## src/rtl/rr_mux_arbiter.sv

```systemverilog
// rr_mux_arbiter
//   Shares one 4:1 data mux between four valid/ready requesters and drives a
//   single registered output stream. Grants rotate round-robin, and a burst
//   limit bounds how many consecutive beats one owner may send.
//
// Ports
//   clk_i        single clock, rising edge
//   rst_ni       synchronous, active-low reset
//   req_valid_i  per-requester valid, bit i belongs to d<i>_i
//   d0_i..d3_i   requester data
//   req_ready_o  per-requester accept, one-hot or zero
//   out_valid_o  output register holds a beat
//   out_ready_i  downstream accepts the beat
//   y_o          registered output data
//   out_src_o    index of the requester that produced y_o
//   sel_o        current mux select, meaningful only when req_ready_o != 0
module rr_mux_arbiter #(
  parameter int W         = 4,
  parameter int MAX_BURST = 4
) (
  input  logic         clk_i,
  input  logic         rst_ni,
  input  logic [3:0]   req_valid_i,
  input  logic [W-1:0] d0_i,
  input  logic [W-1:0] d1_i,
  input  logic [W-1:0] d2_i,
  input  logic [W-1:0] d3_i,
  output logic [3:0]   req_ready_o,
  output logic         out_valid_o,
  input  logic         out_ready_i,
  output logic [W-1:0] y_o,
  output logic [1:0]   out_src_o,
  output logic [1:0]   sel_o
);

  typedef enum logic [0:0] {IDLE = 1'b0, BUSY = 1'b1} state_t;

  state_t       state_q, state_d;
  logic [1:0]   owner_q, owner_d;
  logic [1:0]   last_owner_q, last_owner_d;
  logic [3:0]   burst_q, burst_d;
  logic         out_valid_q;
  logic [W-1:0] y_q;
  logic [1:0]   out_src_q;

  logic         load_en_s;
  logic         any_req_s;
  logic         grant_s;
  logic [1:0]   gnt_s;
  logic [W-1:0] mux_data_s;

  // First valid index scanning p+1, p+2, p+3, then p itself (mod 4).
  function automatic logic [1:0] rr_pick(input logic [3:0] valid, input logic [1:0] p);
    logic [1:0] idx;
    logic [1:0] pick;
    logic       found;
    pick  = p;
    found = 1'b0;
    for (int k = 1; k <= 4; k++) begin
      idx = p + 2'(k);
      if (!found && valid[idx]) begin
        pick  = idx;
        found = 1'b1;
      end else begin
        found = found;
      end
    end
    return pick;
  endfunction

  assign load_en_s = !out_valid_q || out_ready_i;
  assign any_req_s = |req_valid_i;

  // Arbitration: next-state and grant selection.
  always_comb begin
    state_d      = state_q;
    owner_d      = owner_q;
    last_owner_d = last_owner_q;
    burst_d      = burst_q;
    grant_s      = 1'b0;
    gnt_s        = 2'd0;
    case (state_q)
      IDLE: begin
        if (load_en_s && any_req_s) begin
          gnt_s   = rr_pick(req_valid_i, last_owner_q);
          grant_s = 1'b1;
          state_d = BUSY;
          owner_d = gnt_s;
          burst_d = 4'd1;
        end else begin
          state_d = IDLE;
        end
      end
      BUSY: begin
        if (!load_en_s) begin
          state_d = BUSY;
        end else if (req_valid_i[owner_q] && (burst_q < 4'(MAX_BURST))) begin
          gnt_s   = owner_q;
          grant_s = 1'b1;
          burst_d = burst_q + 4'd1;
        end else begin
          // Rotation grants the next requester in the same cycle, so no bubble.
          last_owner_d = owner_q;
          if (any_req_s) begin
            gnt_s   = rr_pick(req_valid_i, owner_q);
            grant_s = 1'b1;
            owner_d = gnt_s;
            burst_d = 4'd1;
          end else begin
            state_d = IDLE;
          end
        end
      end
      default: begin
        state_d = IDLE;
      end
    endcase
  end

  // Data mux driven by the current grant index.
  always_comb begin
    mux_data_s = '0;
    case (gnt_s)
      2'd0:    mux_data_s = d0_i;
      2'd1:    mux_data_s = d1_i;
      2'd2:    mux_data_s = d2_i;
      2'd3:    mux_data_s = d3_i;
      default: mux_data_s = d0_i;
    endcase
  end

  // Ready is suppressed while reset is asserted so no beat is accepted and lost.
  assign req_ready_o = (grant_s && rst_ni) ? (4'b0001 << gnt_s) : 4'b0000;
  assign sel_o       = gnt_s;

  // State and output register updates.
  always_ff @(posedge clk_i) begin
    if (!rst_ni) begin
      state_q      <= IDLE;
      owner_q      <= 2'd0;
      last_owner_q <= 2'd3;
      burst_q      <= 4'd0;
      out_valid_q  <= 1'b0;
      y_q          <= '0;
      out_src_q    <= 2'd0;
    end else begin
      state_q      <= state_d;
      owner_q      <= owner_d;
      last_owner_q <= last_owner_d;
      burst_q      <= burst_d;
      if (load_en_s) begin
        if (grant_s) begin
          y_q         <= mux_data_s;
          out_src_q   <= gnt_s;
          out_valid_q <= 1'b1;
        end else begin
          out_valid_q <= 1'b0;
        end
      end
    end
  end

  assign out_valid_o = out_valid_q;
  assign y_o         = y_q;
  assign out_src_o   = out_src_q;

endmodule

```

## config.mk

```make
export PLATFORM = sky130hd
export DESIGN_NAME = rr_mux_arbiter
export DESIGN_NICKNAME = d
export VERILOG_FILES = /design/src/rtl/rr_mux_arbiter.sv
export SDC_FILE = /design/constraint.sdc
export NUM_CORES = 1
export LEC_CHECK = 0
export ABC_AREA = 1
export BUFFER_PORTS_ARGS = -buffer_cell sky130_fd_sc_hd__buf_4
export CAP_MARGIN = 10
export CORE_UTILIZATION = 55
export CTS_CLUSTER_DIAMETER = 100
export CTS_CLUSTER_SIZE = 24
export DETAILED_ROUTE_END_ITERATION = 16
export PLACE_DENSITY = 0.88
export SYNTH_ARGS = -nofsm -noshare
export SYNTH_HDL_FRONTEND = slang
export SYNTH_SLANG_ARGS = --single-unit
```

## constraint.sdc

```tcl
create_clock -name clk_i -period 4.49 [get_ports clk_i]
set_input_delay 0 -clock clk_i [delete_from_list [all_inputs] [get_ports clk_i]]
set_output_delay 0 -clock clk_i [all_outputs]
set_load 0.02 [all_outputs]
```

==> reports/metrics.cfg, run 1 <==
[cells_and_area]
layout_commonest_cell = nand2_1
fin_nets = 287
fillers = 219
syn_to_final_growth_pct = 20.7
fin_area_sq_um = 1770
multi_input_area_sq_um = 982
register_area_sq_um = 320
mostFrequentLayoutCells = nand2_1 (65), buf_4 (35), nand2_2 (23)
final_layout_size_suffix_gt1_frac = 0.344
final_util = 0.709
fin_cells = 292
n_antenna_cell = 0

[floorplanning]
ios = 36
rows = 18
die-area_sq_um = 2880
die_h_um = 53.7
initial_core_util = 0.588
core_area_sq_um = 2500
die_width_um = 53.7

[sta]
finalHoldViolCount = 0
final-setup-viol-count = 0
worst_pin_slew_ns = 0.573
fin_tns_setup_ns = 0
fin_crit_sh = 0.549
fmax_mhz = 406
layout_min_cycle_time_ns = 2.47
rsz0062_at_grt = false
finClkSkew_ns = 0.00312
drv_slew = 0
relSlewSlack = 0.617

[clock_network]
cts.sinks = 16
cts_inserted_buffers = 3
cts_tree = done
htree_num_levels = 1
clk_pin_slew_worst_paths_ns = 0.10
cts_buffer_depth = 2
clockRootBuffer = clkbuf_4
cts_setup_buffers = 0
clock_latency_ns = 0.29

[placed_design]
io_buffers = 35
dp.cells = 286
gp_congestion = 0.874
placedInstanceArea_sq_um = 1720
dp.final_hpwl_mm = 2.52

[drt]
drc = 0
drt_iter0_markers = 41
post_drt_via_cell_ratio = 5.32
routedWlPerCell_um = 11.4
first_pass_iters = 4
wl_mm = 3.34
ant_nets = 0
num_vias = 1552

[worst_setup_path]
crit_path_start_kind = register
worstSetupPathType = register to output port
crit_fanout = 13
required_ns = 4.49
cp.arrival_ns = 2.47
cp-end-kind = output port
worstRegToRegCells = 15

[yosys]
synth_nets = 250
yosys-top-cells-area = dfxtp_1 (22%), nand2_1 (17%), nand2_2 (9.8%), nand3_1 (5.8%), inv_1 (5.4%)
synthCells = 226
synth_top_area_frac = 0.218
netlist-cell-type-count = 26
yosysTopAreaCell = dfxtp_1
ys_seq_area_frac = 0.218
ys_ff_latch = 16
syn_area_sq_um = 1470
syn_avg_cell_area_sq_um = 6.50
synth_warnings = 0

[global_route]
gr-total-overflow = 0
grtUsageMet2 = 0.395
grt_pass1_wl_mm = 5.37
grt-busiest-layer = met2
track_usage = 0.253
grt_pass1_vias = 1275
grt_max_degree = 14
antenna_found_initial = 0
grt_util_met1 = 0.352
grt_use_met3 = 0.0508

[pwr]
leakagePower_nw = 0.952
finalPower_mw = 0.806
powerDensity_nw_per_um2 = 454
peakVddDrop_v = 0.000324

[flow_run]
drv_cap = 0

[worst_hold_path]
hold_class = primary input to register
worst_hold_path.num_cells = 5

[outcome]
status = finished, final reports clean

[cell type report]
| cell class | count | area share |
|---|---|---|
| timing repair buffer | 37 | 0.159 |
| clock buffer | 4 | 0.0205 |
| sequential | 16 | 0.181 |
| inverter | 29 | 0.0642 |
| multi-input combinational | 176 | 0.554 |
| tap | 30 | 0.0212 |
[power by group]
part,internal (mW),switching [mW]
combinational,0.182,0.327
clock,0.0494,0.0500
sequential,0.168,0.0293
[critical path: stages, from the launching register on]
cell and delay, ns:
dfxtp_1 0.63, inv_2 0.14, nand2_2 0.10, nand2_2 0.07
o211ai_4 0.22, nand2_2 0.13, a21oi_4 0.20, nand2_2 0.09
nand2_4 0.16, nand2_1 0.12, a21oi_1 0.16, buf_4 0.16
[through the flow]
step / setup WS (ns) / hold slack (ns)
after floorplan: 2.60 / 0.138
after global placement: 2.32 / 0.281
after detailed placement: 2.28 / 0.281
after CTS: 2.00 / 0.0346
after global routing: 1.80 / 0.0371
final: 2.02 / 0.0292
[state kept, by name, summed over array words and instances, names as in the netlist]
register and cells:
state_q 1, last_owner_q 2, burst_q 4, owner_q 2, out_src_o 2, y_o 4
out_valid_o 1
[layer usage]
layer	wire [um]	part of all wire	vias to the layer above
met5	0	0	-
met2	1510	0.45	48
met3	162	0.049	4
met1	1640	0.49	688
met4	31	0.0093	0
li1	-	-	812
[cell usage after synthesis, drive strengths merged]
cell    instances
a21oi          11
a31oi           1
a32o            2
buf             5
dfxtp          16
ha              1
inv            29
nand2          94
nand3          24
nand4          11
nor2           18
o211ai          4
o21ai          10
[kinds of logic after synthesis]
logic type,Yosys count,synth area share
flip-flops,16,0.218
buffers and inverters,34,0.113
AND/OR/NAND/NOR,147,0.520
adder cells (fa/ha/maj),1,0.00852
AO/OA/AOI/OAI,28,0.140
[final timing paths]
path                            startpoint  slack (ns)        endpoint
worst max register to register  owner_q[0]        2.27          y_o[2]
worst min register to register  burst_q[3]        0.45      burst_q[3]
worst min-delay path               d2_i[0]        0.03          y_o[0]
worst max-delay path            owner_q[0]        2.02  req_ready_o[3]
[timing repair]
action,CTS,global route
gates resized for setup,0,0
hold endpoints to repair,2,0
hold buffers,2,0
Note: power is estimated with default switching activity, not from simulation.
==> run 2: changes to the inputs <==
Settings changed: CORE_UTILIZATION 55 to 53, PLACE_DENSITY 0.88 to 0.85.
Clock period 4.49 ns to 2.3 ns, I/O delays scaled along.
==> reports/metrics.cfg, run 2 (synthesis results as in run 1) <==
[sta]
finalHoldViolCount = 0
drv_slew = 0
layout_min_cycle_time_ns = 2.14
relSlewSlack = 0.609
fmax_mhz = 466
worst_pin_slew_ns = 0.584
fin_tns_setup_ns = 0
fin_ws_ns = 0.156
finClkSkew_ns = 0.0212
rsz0062_at_grt = false
fin_crit_sh = 0.932
final-setup-viol-count = 0

[drt]
num_vias = 1551
drt_iter0_markers = 49
routedWlPerCell_um = 11.6
post_drt_via_cell_ratio = 5.26
wl_mm = 3.43
drc = 0
ant_nets = 0
first_pass_iters = 4

[worst_hold_path]
hold_class = primary input to register

[worst_setup_path]
required_ns = 2.30
cp_common_cell = nand2_1
worstSetupPathType = register to output port
worstPathCellList = inv_1 -> nand2_1 -> nand2_1 -> nand2_2 -> nand2_4 -> nor2_4 -> nand3_2 -> a21oi_4 -> inv_2 -> nand2_8 -> nand2_1 -> a21oi_1 -> buf_4
crit_fanout = 13
cp.arrival_ns = 2.14
critPathMaxStageDelay_ns = 0.40
crit_path_start_kind = register
cp-end-kind = output port
crit_slowest_cell = dfxtp_1

[clock_network]
clk_pin_slew_worst_paths_ns = 0.11
clock_latency_ns = 0.31
cts.sinks = 16
htree_num_levels = 1
clockRootBuffer = clkbuf_4
cts_buffer_depth = 2
cts_tree = done
cts_inserted_buffers = 3

[pwr]
leakagePower_nw = 0.970
powerDensity_nw_per_um2 = 887
finalPower_mw = 1.61
peakVddDrop_v = 0.000613

[flow_run]
drv_cap = 0

[global_route]
antenna_found_initial = 0
track_usage = 0.252
grt_pass1_wl_mm = 5.38
gr-total-overflow = 0
grt_max_degree = 14
grt_pass1_vias = 1258

[cells_and_area]
final_layout_size_suffix_gt1_frac = 0.362
fin_nets = 290
n_antenna_cell = 0
mostFrequentLayoutCells = nand2_1 (65), buf_4 (38), nand2_2 (23)
fillers = 210
fin_area_sq_um = 1820
syn_to_final_growth_pct = 23.8
layout_commonest_cell = nand2_1

[placed_design]
place_ws_ns = 0.263
placedInstanceArea_sq_um = 1730
gp_congestion = 0.871
dp.final_hpwl_mm = 2.61
io_buffers = 35

[floorplanning]
die_width_um = 54.6
die-area_sq_um = 2990
ios = 36
rows = 18
die_h_um = 54.6
core_area_sq_um = 2540
initial_core_util = 0.577

[outcome]
status = finished, final reports clean

## run 2: changes by cell type in the layout (fill, tap and decap cells not counted)
cell     before  now
a21oi_2       2    1
a21oi_4       2    3
buf_4        35   38
dfxtp_1      16   13
dfxtp_2       0    2
dfxtp_4       0    1
nand2_4       6    5
nand2_8       0    1
## run 2: stage by stage
| stage | std cells | hold slack, ns | utilization |
|---|---|---|---|
| 3_3_place_gp | 288 | 0.268 | 0.680 |
| 3_5_place_dp | 288 | 0.265 | 0.680 |
| 2_1_floorplan | 226 | 0.138 | - |
| 5_1_grt | 295 | 0.0145 | 0.714 |
| 4_1_cts | 294 | 0.0102 | 0.704 |
| 6_report | 295 | 0.00610 | 0.714 |
## run 2: final timing paths
path	cells past startpoint	start	slack [ns]	end
setup reg to reg	16	owner_q[0]	0.36	y_o[3]
setup / recovery	13	last_owner_q[1]	0.16	req_ready_o[3]
hold / removal	5	d3_i[0]	0.006	y_o[0]
hold reg to reg	2	burst_q[3]	0.45	burst_q[3]
## run 2: what timing repair did
action                                  in CTS  in global routing
hold buffers                                 2                  0
resized for setup                            2                  4
endpoints found under the setup margin       1                  4
hold endpoints to repair                     4                  0
setup buffers                                0                  1
pin swaps                                    0                  1
## run 2: area by class of cell
cell class	count	area, sq um	area share
timing repair buffer	40	305	0.168
sequential	16	327	0.180
inverter	29	114	0.0626
clock buffer	4	36.3	0.0200
multi-input combinational	176	998	0.549
tap	30	37.5	0.0206
## run 2: worst max-delay path, delay by kind of cell (launching register included)
kind,cells,cell delay (ns)
AND/OR/NAND/NOR,8,0.75
flip-flops,1,0.40
AO/OA/AOI/OAI,2,0.35
buffers and inverters,3,0.34
## run 2: layer usage
layer / vias up / wire length, um / GRT usage
li1: 813 / - / -
met1: 684 / 1580 / 0.329
met2: 46 / 1600 / 0.416
met3: 8 / 185 / 0.0528
met4: 0 / 67 / 0.0598
met5: - / 0 / 0
## run 2: report_power, final
part,total [mW],internal [mW],switching [mW],leakage [nW]
clock,0.198,0.0966,0.101,0.0210
sequential,0.384,0.331,0.0523,0.133
combinational,1.03,0.376,0.656,0.817
total,1.61,0.804,0.809,0.970
==> run 3: changes to the inputs <==
Settings changed: CORE_UTILIZATION 53 to 48, PLACE_DENSITY 0.85 to 0.82.
Clock period 2.3 ns to 1.72 ns, I/O delays scaled along.
==> reports/metrics.cfg, run 3 (synthesis results as in run 1) <==
[outcome]
status = finished, violations left
violations = DRC, setup timing

[cells_and_area]
fin_nets = 338
fin_cells = 344
final_layout_size_suffix_gt1_frac = 0.553
mostFrequentLayoutCells = buf_4 (72), nand2_1 (48), nand2_2 (25)
layout_commonest_cell = buf_4
syn_to_final_growth_pct = 67.1
n_antenna_cell = 0

[worst_setup_path]
crit_fanout = 6
r2r-start = owner_q[0]
crit_start = owner_q[0]
worstSetupPathType = register to output port
crit_path_start_kind = register
cp.arrival_ns = 2.15
cp-end-kind = output port
required_ns = 1.72

[clock_network]
cts_tree = done
clk_pin_slew_worst_paths_ns = 0.11
cts.sinks = 16
clock_latency_ns = 0.30
htree_num_levels = 1
clockRootBuffer = clkbuf_4
cts_buffer_depth = 2
cts_inserted_buffers = 3

[drt]
drt_iter0_markers = 215
routedWlPerCell_um = 18.9
num_vias = 2066
post_drt_via_cell_ratio = 6.01
drc = 3
first_pass_iters = 12
ant_nets = 0
wl_mm = 6.51

[worst_hold_path]
hold_start = d3_i[1]
hold_class = primary input to register

[global_route]
grt_pass1_wl_mm = 8.65
track_usage = 0.347
antenna_found_initial = 0
grt_use_met3 = 0.0839
grt_util_met1 = 0.404
grtUsageMet2 = 0.612
gr-total-overflow = 0
grt_pass1_vias = 1897
grt-busiest-layer = met2
grt_max_degree = 11

[sta]
finClkSkew_ns = 0.00458
fin_crit_sh = 1.25
worst_pin_slew_ns = 0.367
fin_ws_ns = -0.434
layout_min_cycle_time_ns = 2.15
final-setup-viol-count = 13
rsz0062_at_grt = true
drv_slew = 0
fin_tns_setup_ns = -3.97
fmax_mhz = 464
relSlewSlack = 0.754
hold-worst-slack_ns = 0.00979
finalHoldViolCount = 0

[placed_design]
place_ws_ns = -0.276
dp.cells = 316
io_buffers = 35
dp.final_hpwl_mm = 3.03
gp_congestion = 0.874

[floorplanning]
rows = 19
core_area_sq_um = 2830
die_width_um = 57.3
ios = 36
die_h_um = 57.3
initial_core_util = 0.519
die-area_sq_um = 3290

[pwr]
leakagePower_nw = 1.30
peakVddDrop_v = 0.000656
powerDensity_nw_per_um2 = 1270

[flow_run]
drv_cap = 0

run 3: changes by cell type in the layout (fill, tap and decap cells not counted), sizes merged:
cell / previous run / this run
buf: 38 / 86
run 3: final cells by class:
cell class                      instances  area (sq um)
Tap cell                               31          38.8
Inverter                               29           126
Timing Repair Buffer                   88           727
Clock buffer                            4          36.3
Multi-Input combinational cell        176          1190
Fill cell                             134           374
Sequential cell                        16           335
run 3: stage by stage:
stage	area, sq um	util	power (mW)
2_1_floorplan	1520	-	1.65
3_3_place_gp	2000	0.705	2.13
3_5_place_dp	2000	0.705	2.17
4_1_cts	2260	0.798	2.70
5_1_grt	2450	0.868	3.27
6_report	2450	0.868	3.13
run 3: report_power, final:
| part | internal (mW) | switching, mW | total (mW) |
|---|---|---|---|
| Clock | 0.129 | 0.140 | 0.269 |
| Sequential | 0.447 | 0.0807 | 0.527 |
| Combinational | 1.01 | 1.32 | 2.33 |
run 3: final timing paths:
| path | slack (ns) | cells past startpoint | endpoint |
|---|---|---|---|
| setup reg to reg | -0.39 | 15 | y_o[3] |
| hold / removal | 0.01 | 5 | y_o[1] |
| hold reg to reg | 0.46 | 2 | y_o[1] |
| setup / recovery | -0.43 | 13 | req_ready_o[1] |
run 3: metal layers:
layer	up-vias	part of all wire
li1	911	-
met1	949	0.38
met2	162	0.46
met3	44	0.098
met4	0	0.055
met5	-	0
run 3: worst max-delay path: stages (launching register included):
cell     delay (ns)
dfxtp_4        0.44
buf_6          0.13
nand2_2        0.05
nand3_1        0.13
nand2_2        0.11
o21ai_1        0.14
nand3_1        0.11
nand2_2        0.10
nand2_2        0.06
nand2_4        0.13
nand2_8        0.09
buf_6          0.13
nor2_4         0.11
buf_6          0.12
run 3: timing repair:
action | CTS | global route
endpoints found under the hold margin | 3 | 0
gates resized for setup | 34 | 36
setup endpoints to repair | 13 | 14
hold buffers | 2 | 0
buffers inserted | 16 | 7
pin swaps | 16 | 20
